File: config.mk
export PLATFORM = sky130hd
export DESIGN_NAME = alu_muldiv
export DESIGN_NICKNAME = d
export VERILOG_FILES = /design/src/rtl/alu_muldiv.sv
export SDC_FILE = /design/constraint.sdc
export NUM_CORES = 2
export LEC_CHECK = 0
export ABC_CLOCK_PERIOD_IN_PS = 10400
export BUFFER_PORTS_ARGS = -buffer_cell sky130_fd_sc_hd__buf_2
export CORE_MARGIN = 5
export CORE_UTILIZATION = 30
export CTS_CLUSTER_DIAMETER = 200
export DETAILED_ROUTE_END_ITERATION = 16
export HOLD_SLACK_MARGIN = 0.06
export PLACE_DENSITY = 0.45
export SETUP_SLACK_MARGIN = 0.15
export SLEW_MARGIN = 20
export SYNTH_ARGS = -nofsm -noshare
export SYNTH_HDL_FRONTEND = slang
export SYNTH_SLANG_ARGS = --single-unit
export TNS_END_PERCENT = 30
File: constraint.sdc
create_clock -name clk -period 10.4 [get_ports clk]
set_clock_uncertainty 0.2 [all_clocks]
set_input_delay 1.04 -clock clk [delete_from_list [all_inputs] [get_ports clk]]
set_output_delay 1.04 -clock clk [all_outputs]
set_load 0.1 [all_outputs]
File: src/rtl/alu_muldiv.sv
`timescale 1ns/1ps
// Execute-stage ALU: RV32I base ops plus RV32M multiply/divide behind a valid/ready pair.
// Latency: base ops and special divides 1 cycle, MUL* 2 cycles, DIV/REM XLEN/DIV_BITS+2 cycles.
// Backpressure: the result is held in DONE until out_ready; in_ready only while idle or draining.
// Ports: clk, rst_n (async, active-low), flush (abort op in flight);
//        in_valid/in_ready + op/src_a/src_b (input handshake);
//        out_valid/out_ready + result/zero_flag/neg_flag (output handshake); busy = not idle.
module alu_muldiv #(
    parameter int XLEN     = 32,
    parameter int DIV_BITS = 1
) (
    input  logic            clk,
    input  logic            rst_n,
    input  logic            flush,
    input  logic            in_valid,
    output logic            in_ready,
    input  logic [4:0]      op,
    input  logic [XLEN-1:0] src_a,
    input  logic [XLEN-1:0] src_b,
    output logic            out_valid,
    input  logic            out_ready,
    output logic [XLEN-1:0] result,
    output logic            zero_flag,
    output logic            neg_flag,
    output logic            busy
);
    localparam int DIV_CYC = XLEN / DIV_BITS;
    localparam int CNT_W   = $clog2(DIV_CYC + 1);
    localparam int SH_W    = $clog2(XLEN);

    localparam logic [4:0] OP_ADD  = 5'd0,  OP_SUB  = 5'd1,  OP_SLL    = 5'd2,  OP_SLT   = 5'd3;
    localparam logic [4:0] OP_SLTU = 5'd4,  OP_XOR  = 5'd5,  OP_OR     = 5'd6,  OP_AND   = 5'd7;
    localparam logic [4:0] OP_SRL  = 5'd8,  OP_SRA  = 5'd9,  OP_MUL    = 5'd10, OP_MULH  = 5'd11;
    localparam logic [4:0] OP_MULHSU = 5'd12, OP_DIV = 5'd14, OP_REM   = 5'd16, OP_REMU  = 5'd17;

    typedef enum logic [2:0] {S_IDLE, S_MUL, S_DIV, S_FIX, S_DONE} state_t;

    state_t            state, state_nx;
    logic [4:0]        op_r;
    logic [XLEN-1:0]   opa_r;     // multiplicand, or dividend magnitude shifting into quotient
    logic [XLEN-1:0]   opb_r;     // multiplier, or divisor magnitude
    logic [XLEN-1:0]   rem_r;
    logic [CNT_W-1:0]  cnt;
    logic              neg_q_r, neg_r_r;

    logic              accept;
    logic              is_mul, is_div, is_rem, div_signed, a_neg, b_neg, div_zero, div_ovf;
    logic [XLEN-1:0]   abs_a, abs_b, alu_res, spec_res;
    logic [SH_W-1:0]   shamt;
    state_t            accept_target;

    // ---------------- input-side decode ----------------
    assign accept     = in_valid && in_ready && !flush;
    assign is_mul     = op inside {[5'd10:5'd13]};
    assign is_div     = op inside {[5'd14:5'd17]};
    assign is_rem     = (op == OP_REM) || (op == OP_REMU);
    assign div_signed = (op == OP_DIV) || (op == OP_REM);
    assign a_neg      = div_signed && src_a[XLEN-1];
    assign b_neg      = div_signed && src_b[XLEN-1];
    // For non-signed-divide ops these pass the raw operands, which the multiplier reuses.
    assign abs_a      = a_neg ? -src_a : src_a;
    assign abs_b      = b_neg ? -src_b : src_b;
    assign div_zero   = (src_b == '0);
    assign div_ovf    = div_signed && (src_a == {1'b1, {(XLEN-1){1'b0}}}) && (src_b == '1);
    assign spec_res   = div_zero ? (is_rem ? src_a : '1) : (is_rem ? '0 : src_a);
    assign shamt      = src_b[SH_W-1:0];

    always_comb begin
        if (is_mul)                                  accept_target = S_MUL;
        else if (is_div && !div_zero && !div_ovf)    accept_target = S_DIV;
        else                                         accept_target = S_DONE;
    end

    always_comb begin
        alu_res = '0;
        case (op)
            OP_ADD:  alu_res = src_a + src_b;
            OP_SUB:  alu_res = src_a - src_b;
            OP_SLL:  alu_res = src_a << shamt;
            OP_SLT:  alu_res = {{(XLEN-1){1'b0}}, $signed(src_a) < $signed(src_b)};
            OP_SLTU: alu_res = {{(XLEN-1){1'b0}}, src_a < src_b};
            OP_XOR:  alu_res = src_a ^ src_b;
            OP_OR:   alu_res = src_a | src_b;
            OP_AND:  alu_res = src_a & src_b;
            OP_SRL:  alu_res = src_a >> shamt;
            OP_SRA:  alu_res = $signed(src_a) >>> shamt;
            default: alu_res = '0;   // mul/div handled elsewhere; 18-31 yield zero
        endcase
    end

    // ---------------- multiplier ----------------
    // Sign-extend to 2*XLEN; the wrapped product is exact for the low 2*XLEN bits.
    logic              mul_sa, mul_sb;
    logic [2*XLEN-1:0] prod;
    logic [XLEN-1:0]   mul_res;
    assign mul_sa  = ((op_r == OP_MULH) || (op_r == OP_MULHSU)) && opa_r[XLEN-1];
    assign mul_sb  = (op_r == OP_MULH) && opb_r[XLEN-1];
    assign prod    = {{XLEN{mul_sa}}, opa_r} * {{XLEN{mul_sb}}, opb_r};
    assign mul_res = (op_r == OP_MUL) ? prod[XLEN-1:0] : prod[2*XLEN-1:XLEN];

    // ---------------- restoring divider step ----------------
    // rem < divisor always holds, so the XLEN+1-bit trial difference never overflows.
    logic [XLEN-1:0] rem_nx, quo_nx, fix_q, fix_r, fix_res;
    logic [XLEN:0]   trial;
    always_comb begin
        rem_nx = rem_r;
        quo_nx = opa_r;
        trial  = '0;
        for (int i = 0; i < DIV_BITS; i++) begin
            trial = {rem_nx, quo_nx[XLEN-1]} - {1'b0, opb_r};
            if (!trial[XLEN]) begin
                rem_nx = trial[XLEN-1:0];
                quo_nx = {quo_nx[XLEN-2:0], 1'b1};
            end else begin
                rem_nx = {rem_nx[XLEN-2:0], quo_nx[XLEN-1]};
                quo_nx = {quo_nx[XLEN-2:0], 1'b0};
            end
        end
    end
    assign fix_q   = neg_q_r ? -opa_r : opa_r;
    assign fix_r   = neg_r_r ? -rem_r : rem_r;
    assign fix_res = ((op_r == OP_REM) || (op_r == OP_REMU)) ? fix_r : fix_q;

    // ---------------- FSM ----------------
    always_ff @(posedge clk or negedge rst_n) begin
        if (!rst_n) state <= S_IDLE;
        else        state <= state_nx;
    end

    always_comb begin
        state_nx = state;
        if (flush) begin
            state_nx = S_IDLE;
        end else begin
            case (state)
                S_IDLE, S_DONE: begin
                    if (accept)                             state_nx = accept_target;
                    else if (state == S_DONE && out_ready)  state_nx = S_IDLE;
                end
                S_MUL:   state_nx = S_DONE;
                S_DIV:   if (cnt == CNT_W'(DIV_CYC - 1)) state_nx = S_FIX;
                S_FIX:   state_nx = S_DONE;
                default: state_nx = S_IDLE;
            endcase
        end
    end

    always_comb begin
        in_ready  = (state == S_IDLE) || (state == S_DONE && out_ready);
        out_valid = (state == S_DONE);
        busy      = (state != S_IDLE);
        zero_flag = (result == '0);
        neg_flag  = result[XLEN-1];
    end

    // ---------------- datapath registers ----------------
    always_ff @(posedge clk or negedge rst_n) begin
        if (!rst_n) begin
            op_r    <= '0;
            opa_r   <= '0;
            opb_r   <= '0;
            rem_r   <= '0;
            cnt     <= '0;
            neg_q_r <= 1'b0;
            neg_r_r <= 1'b0;
            result  <= '0;
        end else if (accept) begin
            op_r    <= op;
            opa_r   <= abs_a;
            opb_r   <= abs_b;
            rem_r   <= '0;
            cnt     <= '0;
            neg_q_r <= a_neg ^ b_neg;
            neg_r_r <= a_neg;
            if (is_div) begin
                if (div_zero || div_ovf) result <= spec_res;
            end else if (!is_mul) begin
                result <= alu_res;
            end
        end else if (!flush) begin
            case (state)
                S_MUL: result <= mul_res;
                S_DIV: begin
                    opa_r <= quo_nx;
                    rem_r <= rem_nx;
                    cnt   <= cnt + 1'b1;
                end
                S_FIX: result <= fix_res;
                default: ;
            endcase
        end
    end
endmodule
==> results.yml <==
cts:
  clock_latency_ns: 0.50
  ctsResizeCount: 0
  cts_buffer_depth: 2
  cts_tree: "done"
  clkSlewWorstSetupHoldPaths_ns: 0.07
  cts_inserted_buffers: 17
  cts_htree_levels: 4
  numClockSinks: 144
  post_cts_buffers: 0
  postCtsHoldBufs: 0
  cts_root_buffer: "clkbuf_16"
route:
  vias_per_cell: 5.327
  drc_errors: 0
  num_vias: 49891
  first_pass_iters: 6
  wl_per_cell_um: 27.45
  ant_nets: 0
  drt-total-wl_mm: 257.1
  drt-initial-drc-count: 4186
yosys:
  ys_ff_latch: 144
  ys_top_cells_by_count: "1310 x inv_1, 1128 x fa_1, 1048 x nand2_1"
  synth_cell_types: 100
  yosys.area.top_type_share_pct: 39.14
  synth_fp_nets: 8518
  yosys_warnings: 0
  synth_ff_type: "dfrtp_1"
  synth_edf_count: 0
  syn_avg_cell_area_um2: 8.280
  ys_seq_area_share_pct: 6.246
  synth_cells: 6968
  synth_area_leaders: "fa_1 39%, inv_1 8.5%, ha_1 7.5%"
  synth_largest_area_cell: "fa_1"
  yosysMostFrequentCell: "inv_1"
  synth_area_mm2: 0.05770
  async_flop_share_pct: 100.0
setup_path:
  criticalPathCategory: "reg2reg"
  crit_top_cell: "fa_1"
  max_stage_delay_ns: 0.88
  worst_ep_arrival_time_ns: 10.02
  cp_max_fo: 16
  critPathSlowestCell: "dfrtp_1"
  endpoint_kind: "flop"
  required_ns: 10.64
  start_kind: "flop"
place:
  io_buffers: 110
  gp_congestion: 0.9818
  dp_hpwl_mm: 209.3
  place_area_mm2: 0.06120
floorplanning:
  core_region_area_mm2: 0.1920
  die_h_um: 448.5
  ios: 111
  rows: 161
  dieArea_mm2: 0.2012
  die_w_um: 448.5
  start_util_pct: 30.05
sta:
  finalSetupViolCount: 0
  period_share_pct: 94.06
  timing.fmax_mhz: 102.2
  slew_violations: 0
  worst_pin_slew_ns: 1.194
  fin_setup_tns_ns: 0
  slew_headroom_pct: 20.38
  hold_violations: 0
  min_period_ns: 9.783
  rsz0062_at_grt: "no"
grt:
  antenna_found_initial: 26
  grt_usage_pct: 25.32
  grt_max_degree: 66
  overflow: 0
  grt_first_pass_wirelength_mm: 375.3
  grt_pass1_vias: 52732
cells_and_area:
  syn_to_final_growth_pct: 7.185
  layout.nets: 8366
  final_area_mm2: 0.06184
  n_fill_cell: 20453
  drive_above_1_share_pct: 6.898
min_path:
  hold_class: "in2async"
run:
  cap_viol_max_count: 0
outcome:
  status: "completed"
==> metrics by stage <==
stage	hold slack, ns	util, %	setup slack, ns	cells
6_report	0.2329	32.21	0.6173	9366
5_1_grt	0.2308	32.20	0.2579	9355
4_1_cts	0.2048	32.19	0.4260	9354
3_5_place_dp	0.2731	31.88	0.4692	9323
3_3_place_gp	0.2666	31.87	0.5649	9323
2_1_floorplan	0.2748	-	1.584	6968
==> worst paths after layout <==
path,to,cells after the start,startpoint,slack (ns)
max in group asynchronous,opa_r[22],2,rst_n,8.42
max reg2reg,result[24],28,opb_r[9],0.62
min,cnt[5],1,rst_n,0.23
max,result[24],28,opb_r[9],0.62
min in group clk,opb_r[22],2,opb_r[22],0.28
min reg2reg,opb_r[22],2,opb_r[22],0.28
==> registers in the layout, indices dropped and copies added (netlist names) <==
name     count
opa_r       32
opb_r       32
rem_r       32
result      32
cnt          6
op_r         5
state        3
neg_q_r      1
neg_r_r      1
==> worst max-delay path, delay by kind of cell, from the launching register on <==
kind,cells,cell delay (ns)
multiplexers,1,0.38
flip-flops,1,0.88
buffers and inverters,7,0.90
AO/OA/AOI/OAI,8,2.01
adder cells (fa/ha/maj),9,4.55
AND/OR/NAND/NOR,3,0.77
==> layer usage <==
metal	vias to the layer above	part of all wire, %	global-route usage (%)
li1	21543	-	-
met1	25936	41	32.17
met2	1858	46	41.32
met3	546	6.0	3.782
met4	8	6.7	14.14
met5	-	0.022	0
==> layout by cell type (no fill, tap or decap), types with 20 or more instances in the layout <==
cell type / synthesis / routed
a211oi_1: 71 / 71
a221oi_1: 23 / 22
mux2i_1: 83 / 83
buf_4: 3 / 189
a21o_1: 48 / 48
nor3_1: 62 / 61
dfrtp_1: 144 / 127
nor2b_1: 25 / 25
nand3_1: 60 / 59
a31oi_1: 26 / 26
mux4_2: 20 / 20
o21bai_1: 29 / 29
o21a_1: 20 / 20
nor2_1: 357 / 352
o21ai_0: 302 / 302
nand4_1: 49 / 49
or3_1: 22 / 22
inv_1: 1310 / 1310
and2_1: 280 / 280
a22oi_1: 54 / 54
o31ai_1: 48 / 48
buf_2: 23 / 108
mux2_2: 22 / 22
nor4_1: 37 / 34
fa_1: 1128 / 1128
o211ai_1: 34 / 34
nand2_1: 1048 / 1048
a21oi_1: 274 / 273
xnor2_1: 171 / 170
ha_1: 348 / 348
xor2_1: 66 / 66
o41ai_1: 23 / 22
nand2b_1: 36 / 36
==> cell type report <==
| cell class | instances | area, µm² | area share, % |
|---|---|---|---|
| Inverter | 1312 | 4925 | 7.963 |
| Antenna cell | 12 | 30.03 | 0.04856 |
| Sequential cell | 144 | 3625 | 5.861 |
| Clock buffer | 18 | 439.2 | 0.7102 |
| Timing Repair Buffer | 302 | 2051 | 3.316 |
| Clock inverter | 13 | 155.1 | 0.2509 |
| Tap cell | 2526 | 3161 | 5.111 |
| Multi-Input combinational cell | 5039 | 47460 | 76.74 |
==> logic make-up after synthesis <==
logic type | count (synthesis) | share of synthesized area [%]
adder cells (fa/ha/maj) | 1476 | 46.69
AO/OA/AOI/OAI | 1129 | 12.66
buffers and inverters | 1785 | 11.71
AND/OR/NAND/NOR | 2072 | 16.45
flip-flops | 144 | 6.246
XOR/XNOR | 237 | 3.598
multiplexers | 125 | 2.650
Power is not shown: default switching activity piles up to over one toggle a cycle in this logic, so the estimate is an artifact.
